===== src/rtl/ps2_keyboard_tx.sv =====
// Device-side PS/2 transmitter: a byte FIFO feeds an 11-bit odd-parity frame
// serialiser that honours host inhibit and resends an aborted byte.
module ps2_keyboard_tx #(
  parameter int HALF_PERIOD = 16,
  parameter int GAP_CYCLES  = 64,
  parameter int FIFO_DEPTH  = 8
) (
  input  logic                          clk,
  input  logic                          resetn,
  input  logic [7:0]                    tx_data,
  input  logic                          tx_valid,
  output logic                          tx_ready,
  input  logic                          inhibit,
  output logic                          ps2_clk,
  output logic                          ps2_data,
  output logic                          busy,
  output logic                          frame_done,
  output logic [$clog2(FIFO_DEPTH):0]   fifo_count
);

  localparam int AW   = $clog2(FIFO_DEPTH);
  localparam int CW   = AW + 1;
  localparam int PMAX = (HALF_PERIOD > GAP_CYCLES) ? HALF_PERIOD : GAP_CYCLES;
  localparam int PW   = $clog2(PMAX + 1);
  localparam logic [PW-1:0] HP_LAST  = PW'(HALF_PERIOD - 1);
  localparam logic [PW-1:0] GAP_LAST = PW'(GAP_CYCLES - 1);
  localparam logic [CW-1:0] DEPTH_C  = CW'(FIFO_DEPTH);

  typedef enum logic [1:0] {
    IDLE = 2'd0,
    HIGH = 2'd1,
    LOW  = 2'd2,
    GAP  = 2'd3
  } state_t;

  function automatic logic odd_parity(input logic [7:0] d);
    return ~^d;
  endfunction

  // Frame bit idx of {stop, parity, data[7:0], start}; out-of-range reads as idle.
  function automatic logic frame_bit(input logic [7:0] d, input logic [3:0] idx);
    logic [10:0] f;
    f = {1'b1, odd_parity(d), d, 1'b0};
    return (idx <= 4'd10) ? f[idx] : 1'b1;
  endfunction

  state_t          state_r;
  logic [PW-1:0]   phase_r;
  logic [3:0]      bit_idx_r;
  logic [7:0]      byte_r;
  logic            retry_r;
  logic            ps2_clk_r;
  logic            ps2_data_r;
  logic            frame_done_r;
  logic            busy_r;
  logic            tx_ready_r;
  logic [7:0]      mem_r [FIFO_DEPTH];
  logic [AW-1:0]   wr_ptr_r;
  logic [AW-1:0]   rd_ptr_r;
  logic [CW-1:0]   count_r;

  logic            push_s;
  logic            pop_s;
  logic            load_s;
  logic            fifo_empty_s;
  logic [CW-1:0]   count_next_s;

  // FIFO handshake, frame-load decision and next occupancy.
  always_comb begin
    push_s       = tx_valid && tx_ready_r;
    fifo_empty_s = (count_r == {CW{1'b0}});
    load_s       = (state_r == IDLE) && !inhibit && (retry_r || !fifo_empty_s);
    pop_s        = (state_r == IDLE) && !inhibit && !retry_r && !fifo_empty_s;
    count_next_s = count_r;
    if (push_s && !pop_s) begin
      count_next_s = count_r + CW'(1);
    end else if (pop_s && !push_s) begin
      count_next_s = count_r - CW'(1);
    end else begin
      count_next_s = count_r;
    end
  end

  // Byte FIFO storage, pointers and the registered ready/busy flags.
  always_ff @(posedge clk or negedge resetn) begin
    if (!resetn) begin
      wr_ptr_r   <= {AW{1'b0}};
      rd_ptr_r   <= {AW{1'b0}};
      count_r    <= {CW{1'b0}};
      tx_ready_r <= 1'b1;
      busy_r     <= 1'b0;
      for (int i = 0; i < FIFO_DEPTH; i++) begin
        mem_r[i] <= 8'h00;
      end
    end else begin
      if (push_s) begin
        mem_r[wr_ptr_r] <= tx_data;
        wr_ptr_r        <= wr_ptr_r + AW'(1);
      end
      if (pop_s) begin
        rd_ptr_r <= rd_ptr_r + AW'(1);
      end
      count_r    <= count_next_s;
      tx_ready_r <= (count_next_s != DEPTH_C);
      busy_r     <= (state_r != IDLE) || load_s || retry_r ||
                    (count_next_s != {CW{1'b0}});
    end
  end

  // Frame serialiser: phase timing, bit sequencing, abort and retry.
  always_ff @(posedge clk or negedge resetn) begin
    if (!resetn) begin
      state_r      <= IDLE;
      phase_r      <= {PW{1'b0}};
      bit_idx_r    <= 4'd0;
      byte_r       <= 8'h00;
      retry_r      <= 1'b0;
      ps2_clk_r    <= 1'b1;
      ps2_data_r   <= 1'b1;
      frame_done_r <= 1'b0;
    end else begin
      frame_done_r <= 1'b0;
      case (state_r)
        IDLE: begin
          ps2_clk_r <= 1'b1;
          phase_r   <= {PW{1'b0}};
          bit_idx_r <= 4'd0;
          if (load_s) begin
            if (!retry_r) begin
              byte_r <= mem_r[rd_ptr_r];
            end
            ps2_data_r <= 1'b0;
            state_r    <= HIGH;
          end else begin
            ps2_data_r <= 1'b1;
          end
        end
        HIGH: begin
          if (inhibit && (bit_idx_r != 4'd10)) begin
            ps2_clk_r  <= 1'b1;
            ps2_data_r <= 1'b1;
            retry_r    <= 1'b1;
            phase_r    <= {PW{1'b0}};
            state_r    <= IDLE;
          end else if (phase_r == HP_LAST) begin
            ps2_clk_r <= 1'b0;
            phase_r   <= {PW{1'b0}};
            state_r   <= LOW;
          end else begin
            phase_r <= phase_r + PW'(1);
          end
        end
        LOW: begin
          if (inhibit && (bit_idx_r != 4'd10)) begin
            ps2_clk_r  <= 1'b1;
            ps2_data_r <= 1'b1;
            retry_r    <= 1'b1;
            phase_r    <= {PW{1'b0}};
            state_r    <= IDLE;
          end else if (phase_r == HP_LAST) begin
            ps2_clk_r <= 1'b1;
            phase_r   <= {PW{1'b0}};
            if (bit_idx_r == 4'd10) begin
              ps2_data_r   <= 1'b1;
              frame_done_r <= 1'b1;
              retry_r      <= 1'b0;
              state_r      <= GAP;
            end else begin
              bit_idx_r  <= bit_idx_r + 4'd1;
              ps2_data_r <= frame_bit(byte_r, bit_idx_r + 4'd1);
              state_r    <= HIGH;
            end
          end else begin
            phase_r <= phase_r + PW'(1);
          end
        end
        GAP: begin
          ps2_clk_r  <= 1'b1;
          ps2_data_r <= 1'b1;
          if (phase_r == GAP_LAST) begin
            phase_r <= {PW{1'b0}};
            state_r <= IDLE;
          end else begin
            phase_r <= phase_r + PW'(1);
          end
        end
        default: begin
          state_r    <= IDLE;
          phase_r    <= {PW{1'b0}};
          ps2_clk_r  <= 1'b1;
          ps2_data_r <= 1'b1;
        end
      endcase
    end
  end

  assign ps2_clk    = ps2_clk_r;
  assign ps2_data   = ps2_data_r;
  assign frame_done = frame_done_r;
  assign busy       = busy_r;
  assign tx_ready   = tx_ready_r;
  assign fifo_count = count_r;

endmodule


===== config.mk =====
export PLATFORM = sky130hd
export DESIGN_NAME = ps2_keyboard_tx
export DESIGN_NICKNAME = d
export VERILOG_FILES = /design/src/rtl/ps2_keyboard_tx.sv
export SDC_FILE = /design/constraint.sdc
export NUM_CORES = 1
export LEC_CHECK = 0
export ABC_AREA = 1
export BUFFER_PORTS_ARGS = -buffer_cell sky130_fd_sc_hd__buf_2
export CAP_MARGIN = 30
export CORE_ASPECT_RATIO = 0.5
export CORE_MARGIN = 2
export CORE_UTILIZATION = 54
export DETAILED_ROUTE_END_ITERATION = 16
export HOLD_SLACK_MARGIN = 0.15
export PLACE_DENSITY = 0.8
export REMOVE_ABC_BUFFERS = 1
export SLEW_MARGIN = 15
export SYNTH_ARGS = -nofsm -noshare
export SYNTH_HDL_FRONTEND = slang
export SYNTH_SLANG_ARGS = --single-unit

===== constraint.sdc =====
create_clock -name clk -period 3.8 [get_ports clk]
set_input_delay 0.76 -clock clk [delete_from_list [all_inputs] [get_ports clk]]
set_output_delay 0.76 -clock clk [all_outputs]
set_load 0.02 [all_outputs]

==> results of run 1 <==
## worst max path at each step
stage / depth (start not counted) / endpoint / slack [ns]
after floorplan: 9 / busy / 1.99
after global placement: 13 / busy / 1.74
after detailed placement: 5 / mem_r[26] / 1.69
after CTS: 12 / busy / 1.82
after global routing: 12 / busy / 1.62
final: 12 / busy / 1.82
## state kept, by name, indices dropped and copies added (netlist names)
register	count
fifo_count	4
byte_r	8
tx_ready	1
state_r	2
bit_idx_r	4
phase_r	7
retry_r	1
frame_done	1
rd_ptr_r	3
ps2_data	1
wr_ptr_r	3
busy	1
ps2_clk	1
mem_r	64
## cell families after synthesis
logic type	Yosys count	share of synthesized area, %
adders and majority gates	15	3.75
muxes	5	1.00
buffers and inverters	70	5.65
DFF	101	50.6
and+or+nand+nor	234	19.3
AOI/OAI and AO/OA	143	16.1
xor gates and xnor gates	21	3.67
## layout by cell type (no fill, tap or decap), drive strengths merged, types with 5 or more instances in the layout
| cell type | netlist | routed |
|---|---|---|
| buf | 10 | 24 |
| clkbuf | 12 | 12 |
| dfrtp | 98 | 98 |
| ha | 15 | 15 |
| inv | 47 | 48 |
| mux2i | 5 | 5 |
| nand2 | 136 | 136 |
| nand3 | 10 | 10 |
| nor2 | 79 | 79 |
| nor3 | 6 | 6 |
| o21ai | 107 | 107 |
| o22ai | 13 | 13 |
| o32ai | 11 | 11 |
| xnor2 | 7 | 7 |
| xor2 | 14 | 14 |
## area by class of cell
type / count / area [um2]
inverters: 48 / 188
repair buffers: 24 / 153
clock buffers: 12 / 246
well taps: 117 / 146
flip-flops and latches: 101 / 2530
multi-input cells: 418 / 2190
fillers: 708 / 3350
clock inverters: 4 / 56.3
## metal layers
metal,part of all wire [%],vias up
met5,0,-
met4,2.0,0
met3,5.7,16
met2,45,124
met1,47,1916
li1,-,1961
## metrics by stage
stage | power [mW] | utilization [%]
floorplan | 3.05 | -
global placement | 3.46 | 58.5
detailed placement | 3.53 | 58.5
CTS | 4.47 | 61.9
global route | 4.85 | 62.2
finish | 4.49 | 62.2
## Yosys cell counts, drive strengths merged, types with 5 or more instances
cell	n	area (um2)
clkbuf	12	45.0
nand3	10	55.1
dfrtp	98	2450
o32ai	11	96.3
inv	47	184
o21ai	107	547
o22ai	13	81.3
nor2	79	322
nand2	136	533
xor2	14	123
ha	15	188
nor3	6	30.0
buf	10	50.1
xnor2	7	61.3
mux2i	5	50.1
## power by group
group,switching [mW],internal (mW)
sequential,0.306,1.51
clock,0.401,0.534
combinational,1.09,0.659
total,1.79,2.70
==> run_summary.xml, run 1 <==
<?xml version="1.0" encoding="UTF-8"?>
<metrics>
  <group name="status">
    <metric name="outcome" unit="">finished, final reports clean</metric>
  </group>
  <group name="sta">
    <metric name="hold_viol_final" unit="">0</metric>
    <metric name="final_setup_viols" unit="">0</metric>
    <metric name="whs" unit="ns">0.436</metric>
    <metric name="layout_setup_ws" unit="ns">1.82</metric>
    <metric name="worst_slew_margin_relative_to_its_limit" unit="%">54.4</metric>
    <metric name="report.final.slew_viol_count" unit="">0</metric>
    <metric name="rsz0062_at_grt" unit="">false</metric>
    <metric name="fin_worst_skew" unit="ns">0.00654</metric>
    <metric name="worst-slew-pin-transition" unit="ns">0.684</metric>
    <metric name="finalCritPeriodShare" unit="%">52.1</metric>
    <metric name="period_needed" unit="ns">1.98</metric>
    <metric name="final.setup.tns" unit="ns">0</metric>
    <metric name="fmax" unit="GHz">0.505</metric>
  </group>
  <group name="layout">
    <metric name="finalInstanceArea" unit="mm2">0.00551</metric>
    <metric name="fin_cells" unit="">724</metric>
    <metric name="post_route_cells_drive_above_1_share" unit="%">10.9</metric>
    <metric name="antennaDiodeCount" unit="">0</metric>
    <metric name="area.growth.synth_to_final" unit="%">10.1</metric>
    <metric name="total_number_of_nets_in_the_final_design" unit="">629</metric>
  </group>
  <group name="worst_setup_path">
    <metric name="cell_at_the_slowest_stage_of_the_critical_path" unit="">sky130_fd_sc_hd__dfrtp_1</metric>
    <metric name="reg_to_reg_critical_path_endpoint" unit="">busy</metric>
    <metric name="critPathTopFamily" unit="">simple AND/OR/NAND/NOR gates</metric>
    <metric name="worstPathRequired" unit="ns">4.03</metric>
    <metric name="path_cells" unit="">inv_1, ha_1, nand2_2, nor2_4, nand2_4, nor2_4, inv_2, nand2_1, xor2_1, nand2_1, nor2_2, nand2_1</metric>
    <metric name="worst_path_largest_cell_delay" unit="ns">0.42</metric>
    <metric name="timing.critical_path.fanout_max" unit="">9</metric>
    <metric name="start_kind" unit="">flip-flop</metric>
    <metric name="arrival" unit="ns">2.21</metric>
    <metric name="ff2ff_setup_slack" unit="ns">1.82</metric>
    <metric name="worst-setup-path-type" unit="">reg2reg</metric>
    <metric name="end_kind" unit="">flip-flop</metric>
    <metric name="startpoint" unit="">state_r[0]</metric>
    <metric name="path_common_cell" unit="">sky130_fd_sc_hd__nand2_1</metric>
    <metric name="worstRegToRegCells" unit="">12</metric>
    <metric name="r2r-start" unit="">state_r[0]</metric>
    <metric name="worst-path-buf-inv" unit="">2</metric>
  </group>
  <group name="detailed_routing">
    <metric name="detail_route.vias_per_cell" unit="">5.55</metric>
    <metric name="drt_iter0_drcs" unit="">285</metric>
    <metric name="post_drt_wl_per_cell" unit="um">14.3</metric>
    <metric name="via_count" unit="">4017</metric>
    <metric name="route.detailed.drc" unit="">0</metric>
    <metric name="postRouteAntennaNets" unit="">0</metric>
    <metric name="wirelength" unit="um">10400</metric>
    <metric name="detailedRoute.firstPassIterationCount" unit="">8</metric>
  </group>
  <group name="logic_synthesis">
    <metric name="async_flop_share" unit="%">100</metric>
    <metric name="yosys.cell_types.count" unit="">36</metric>
    <metric name="synth_cell_area" unit="mm2">0.00501</metric>
    <metric name="ys_seq_area_share" unit="%">50.6</metric>
    <metric name="yosys_warnings" unit="">0</metric>
    <metric name="synth.ff_latch_count" unit="">101</metric>
    <metric name="avgSynthCellArea" unit="um2">8.50</metric>
    <metric name="synth-main-ff-cell" unit="">sky130_fd_sc_hd__dfrtp_1</metric>
    <metric name="synth_enable_flop_cells" unit="">0</metric>
    <metric name="synthesis.instances" unit="">589</metric>
  </group>
  <group name="clock_network">
    <metric name="clk_transition_reported_paths" unit="ns">0.07</metric>
    <metric name="ctsRootBufferMaster" unit="">sky130_fd_sc_hd__clkbuf_16</metric>
    <metric name="cts_h_tree_lvls" unit="">3</metric>
    <metric name="cts_inserted_buffers" unit="">9</metric>
    <metric name="clk_latency" unit="ns">0.35</metric>
    <metric name="cts_hold_repair.buffers" unit="">0</metric>
    <metric name="postCtsSetupBuffers" unit="">0</metric>
    <metric name="tritoncts_num_sinks" unit="">101</metric>
    <metric name="tritoncts" unit="">built</metric>
    <metric name="resized_cells_post_cts" unit="">0</metric>
    <metric name="clk_buf_depth" unit="">2</metric>
  </group>
  <group name="placed_design">
    <metric name="dpl-instance-area" unit="mm2">0.00518</metric>
    <metric name="port_buffers" unit="">20</metric>
    <metric name="place.gp.congestion" unit="">0.832</metric>
    <metric name="post-place-cells" unit="">707</metric>
    <metric name="worst_slack_after_detailed_placement" unit="ns">1.69</metric>
    <metric name="dp.final_hpwl" unit="um">6780</metric>
  </group>
  <group name="grt">
    <metric name="use_met3" unit="%">4.69</metric>
    <metric name="antenna_violations_before_repair" unit="">0</metric>
    <metric name="groute.layer.met2.usage" unit="%">35.8</metric>
    <metric name="grt_use_met1" unit="%">30.1</metric>
    <metric name="track_usage" unit="%">22.2</metric>
    <metric name="grt_start_max_net_pins" unit="">55</metric>
    <metric name="grt_pass1_wl" unit="um">17600</metric>
    <metric name="busiest_layer" unit="">met2</metric>
    <metric name="first_global_vias" unit="">3806</metric>
    <metric name="grt_overflow_total" unit="">0</metric>
  </group>
  <group name="run">
    <metric name="max-cap-violations" unit="">0</metric>
  </group>
  <group name="floorplan">
    <metric name="pin_count" unit="">21</metric>
    <metric name="fp.coreArea" unit="mm2">0.00886</metric>
    <metric name="die_area" unit="mm2">0.0101</metric>
    <metric name="start_util" unit="%">56.5</metric>
    <metric name="die_h" unit="um">72.1</metric>
    <metric name="num_rows" unit="">24</metric>
    <metric name="width_of_the_die" unit="um">140</metric>
  </group>
  <group name="power_and_ir_drop">
    <metric name="cellLeakagePower" unit="nW">2.63</metric>
    <metric name="powerDensity" unit="mW/mm2">815</metric>
    <metric name="ir_drop" unit="mV">0.326</metric>
  </group>
  <group name="min_path">
    <metric name="worstHoldPathType" unit="">in2async</metric>
  </group>
</metrics>
Power figures use the tool's default switching activity.
==> run 2: changes to the inputs <==
clock period = 2.03 ns   (was 3.8 ns; I/O delays follow)
==> run 2 against run 1 <==
Compared with the run above: the flow now finishes with violations (design-rule violations); sequential share of layout area is 0.45 points lower; combinational power is 92% higher; clock power is 74% higher; first-iteration DRC count is 11% higher; flip-flop and latch count stayed put; utilization is 0.62 points higher; hold slack worse by 0.0040 ns.
==> run_summary.xml, run 2 (synthesized netlist as in run 1, its figures left out) <==
<?xml version="1.0" encoding="UTF-8"?>
<metrics>
  <group name="worst_setup_path">
    <metric name="timing.critical_path.fanout_max" unit="">9</metric>
    <metric name="startpoint" unit="">state_r[0]</metric>
    <metric name="worst-setup-path-type" unit="">reg2reg</metric>
    <metric name="r2r-start" unit="">state_r[0]</metric>
    <metric name="endpoint" unit="">busy</metric>
    <metric name="ff2ff_setup_slack" unit="ns">0.15</metric>
    <metric name="worstRegToRegCells" unit="">12</metric>
    <metric name="worstPathRequired" unit="ns">2.26</metric>
    <metric name="end_kind" unit="">flip-flop</metric>
    <metric name="reg_to_reg_critical_path_endpoint" unit="">busy</metric>
    <metric name="start_kind" unit="">flip-flop</metric>
    <metric name="arrival" unit="ns">2.10</metric>
  </group>
  <group name="grt">
    <metric name="grt_start_max_net_pins" unit="">47</metric>
    <metric name="first_global_vias" unit="">3850</metric>
    <metric name="grt_overflow_total" unit="">0</metric>
    <metric name="track_usage" unit="%">22.8</metric>
    <metric name="grt_pass1_wl" unit="um">18000</metric>
    <metric name="antenna_violations_before_repair" unit="">0</metric>
  </group>
  <group name="detailed_routing">
    <metric name="drt_iter0_drcs" unit="">316</metric>
    <metric name="detailedRoute.firstPassIterationCount" unit="">11</metric>
    <metric name="via_count" unit="">3999</metric>
    <metric name="wirelength" unit="um">10500</metric>
    <metric name="detail_route.vias_per_cell" unit="">5.46</metric>
    <metric name="post_drt_wl_per_cell" unit="um">14.3</metric>
    <metric name="postRouteAntennaNets" unit="">0</metric>
    <metric name="route.detailed.drc" unit="">2</metric>
  </group>
  <group name="sta">
    <metric name="final_setup_viols" unit="">0</metric>
    <metric name="final.setup.tns" unit="ns">0</metric>
    <metric name="worst-slew-pin-transition" unit="ns">0.642</metric>
    <metric name="whs" unit="ns">0.432</metric>
    <metric name="worst_slew_margin_relative_to_its_limit" unit="%">57.1</metric>
    <metric name="fmax" unit="GHz">0.533</metric>
    <metric name="report.final.slew_viol_count" unit="">0</metric>
    <metric name="rsz0062_at_grt" unit="">false</metric>
    <metric name="finalCritPeriodShare" unit="%">92.4</metric>
    <metric name="hold_viol_final" unit="">0</metric>
    <metric name="period_needed" unit="ns">1.88</metric>
    <metric name="fin_worst_skew" unit="ns">0.00439</metric>
  </group>
  <group name="placed_design">
    <metric name="place.gp.congestion" unit="">0.875</metric>
    <metric name="port_buffers" unit="">20</metric>
    <metric name="dp.final_hpwl" unit="um">7080</metric>
  </group>
  <group name="run">
    <metric name="max-cap-violations" unit="">0</metric>
  </group>
  <group name="layout">
    <metric name="largestRegisters" unit="">mem_r (64), byte_r (8), phase_r (7)</metric>
    <metric name="layout.cells.most_common" unit="">sky130_fd_sc_hd__nand2_1</metric>
    <metric name="largest-register" unit="">mem_r</metric>
    <metric name="area.growth.synth_to_final" unit="%">11.2</metric>
    <metric name="layout_common_cells" unit="">sky130_fd_sc_hd__nand2_1, sky130_fd_sc_hd__o21ai_0, sky130_fd_sc_hd__dfrtp_1</metric>
    <metric name="largest_register_ff_count" unit="">64</metric>
    <metric name="antennaDiodeCount" unit="">0</metric>
    <metric name="total_number_of_nets_in_the_final_design" unit="">639</metric>
    <metric name="post_route_cells_drive_above_1_share" unit="%">12.8</metric>
  </group>
  <group name="floorplan">
    <metric name="die_h" unit="um">72.1</metric>
    <metric name="start_util" unit="%">56.5</metric>
    <metric name="fp.coreArea" unit="mm2">0.00886</metric>
    <metric name="num_rows" unit="">24</metric>
    <metric name="width_of_the_die" unit="um">140</metric>
    <metric name="pin_count" unit="">21</metric>
    <metric name="die_area" unit="mm2">0.0101</metric>
  </group>
  <group name="clock_network">
    <metric name="cts_h_tree_lvls" unit="">3</metric>
    <metric name="clk_buf_depth" unit="">2</metric>
    <metric name="tritoncts" unit="">built</metric>
    <metric name="clk_transition_reported_paths" unit="ns">0.07</metric>
    <metric name="cts_inserted_buffers" unit="">9</metric>
    <metric name="clk_latency" unit="ns">0.34</metric>
    <metric name="ctsRootBufferMaster" unit="">sky130_fd_sc_hd__clkbuf_16</metric>
    <metric name="tritoncts_num_sinks" unit="">101</metric>
  </group>
  <group name="power_and_ir_drop">
    <metric name="cellLeakagePower" unit="nW">2.66</metric>
    <metric name="ir_drop" unit="mV">0.524</metric>
    <metric name="powerDensity" unit="mW/mm2">1500</metric>
  </group>
  <group name="min_path">
    <metric name="worstHoldPathType" unit="">in2reg</metric>
  </group>
  <group name="status">
    <metric name="violations" unit="">design-rule violations</metric>
    <metric name="outcome" unit="">finished, violations left</metric>
  </group>
</metrics>
[run 2: cell count changes in the layout (fill, tap and decap cells not counted), sizes merged]
cell	change
clkinvlp	+2
dlygate4sd3	+1
clkbuf	-1
bufinv	-1
buf	+9
clkinv	-1
[run 2: how the worst min path moves through the flow]
| stage | depth (start not counted) | startpoint | slack (ns) | end |
|---|---|---|---|---|
| after floorplan | 0 | resetn | 0.11 | bit_idx_r[0] |
| after global placement | 1 | resetn | 0.35 | mem_r[5] |
| after detailed placement | 1 | resetn | 0.35 | mem_r[37] |
| after CTS | 3 | tx_data[2] | 0.42 | mem_r[50] |
| after global routing | 3 | inhibit | 0.46 | ps2_clk |
| final | 3 | tx_data[6] | 0.43 | mem_r[30] |
[run 2: layout make-up]
cell class / count / area, um2
Inverter: 48 / 188
Sequential cell: 101 / 2530
Clock buffer: 11 / 253
Clock inverter: 4 / 32.5
Tap cell: 117 / 146
Fill cell: 757 / 3290
Timing Repair Buffer: 34 / 223
Multi-Input combinational cell: 418 / 2190
[run 2: layer usage]
metal | wire length [um] | global-route usage (%) | vias up
met4 | 221 | 8.87 | 0
met3 | 561 | 4.95 | 17
li1 | - | - | 1993
met5 | 0 | 0 | -
met2 | 4770 | 37.3 | 101
met1 | 4920 | 30.4 | 1888
[run 2: where the power goes]
part	switching (mW)	leakage (nW)	internal [mW]	total, mW
Combinational	2.06	1.26	1.28	3.34
Clock	0.729	0.134	0.897	1.63
Sequential	0.574	1.26	2.82	3.40
[run 2: repair_timing]
| action | in CTS | in global routing |
|---|---|---|
| endpoints found under the setup margin | 0 | 2 |
| resized for setup | 0 | 3 |
| hold endpoints to repair | 26 | 0 |
| buffers inserted | 0 | 1 |
| hold buffers | 1 | 0 |
[run 2: metrics by stage]
stage / cells / cell area, um2 / setup WS (ns) / power, mW / util [%]
finish: 733 / 5570 / 0.155 / 8.37 / 62.9
global route: 733 / 5570 / 0.00488 / 9.08 / 62.9
CTS: 732 / 5560 / 0.0832 / 8.34 / 62.7
detailed placement: 716 / 5260 / 0.126 / 6.67 / 59.4
global placement: 716 / 5260 / 0.234 / 6.55 / 59.4
floorplan: 567 / 4910 / 0.270 / 5.71 / -
[run 2: critical path: stages (launching register included)]
cell,delay [ns]
sky130_fd_sc_hd__dfrtp_1,0.42
sky130_fd_sc_hd__inv_2,0.11
sky130_fd_sc_hd__ha_2,0.21
sky130_fd_sc_hd__nand2_2,0.08
sky130_fd_sc_hd__nor2_4,0.10
sky130_fd_sc_hd__nand2_4,0.11
sky130_fd_sc_hd__nor2_4,0.12
sky130_fd_sc_hd__inv_2,0.05
sky130_fd_sc_hd__nand2_1,0.07
sky130_fd_sc_hd__xor2_1,0.19
sky130_fd_sc_hd__nand2_1,0.09
sky130_fd_sc_hd__nor2_2,0.13
sky130_fd_sc_hd__nand2_1,0.06
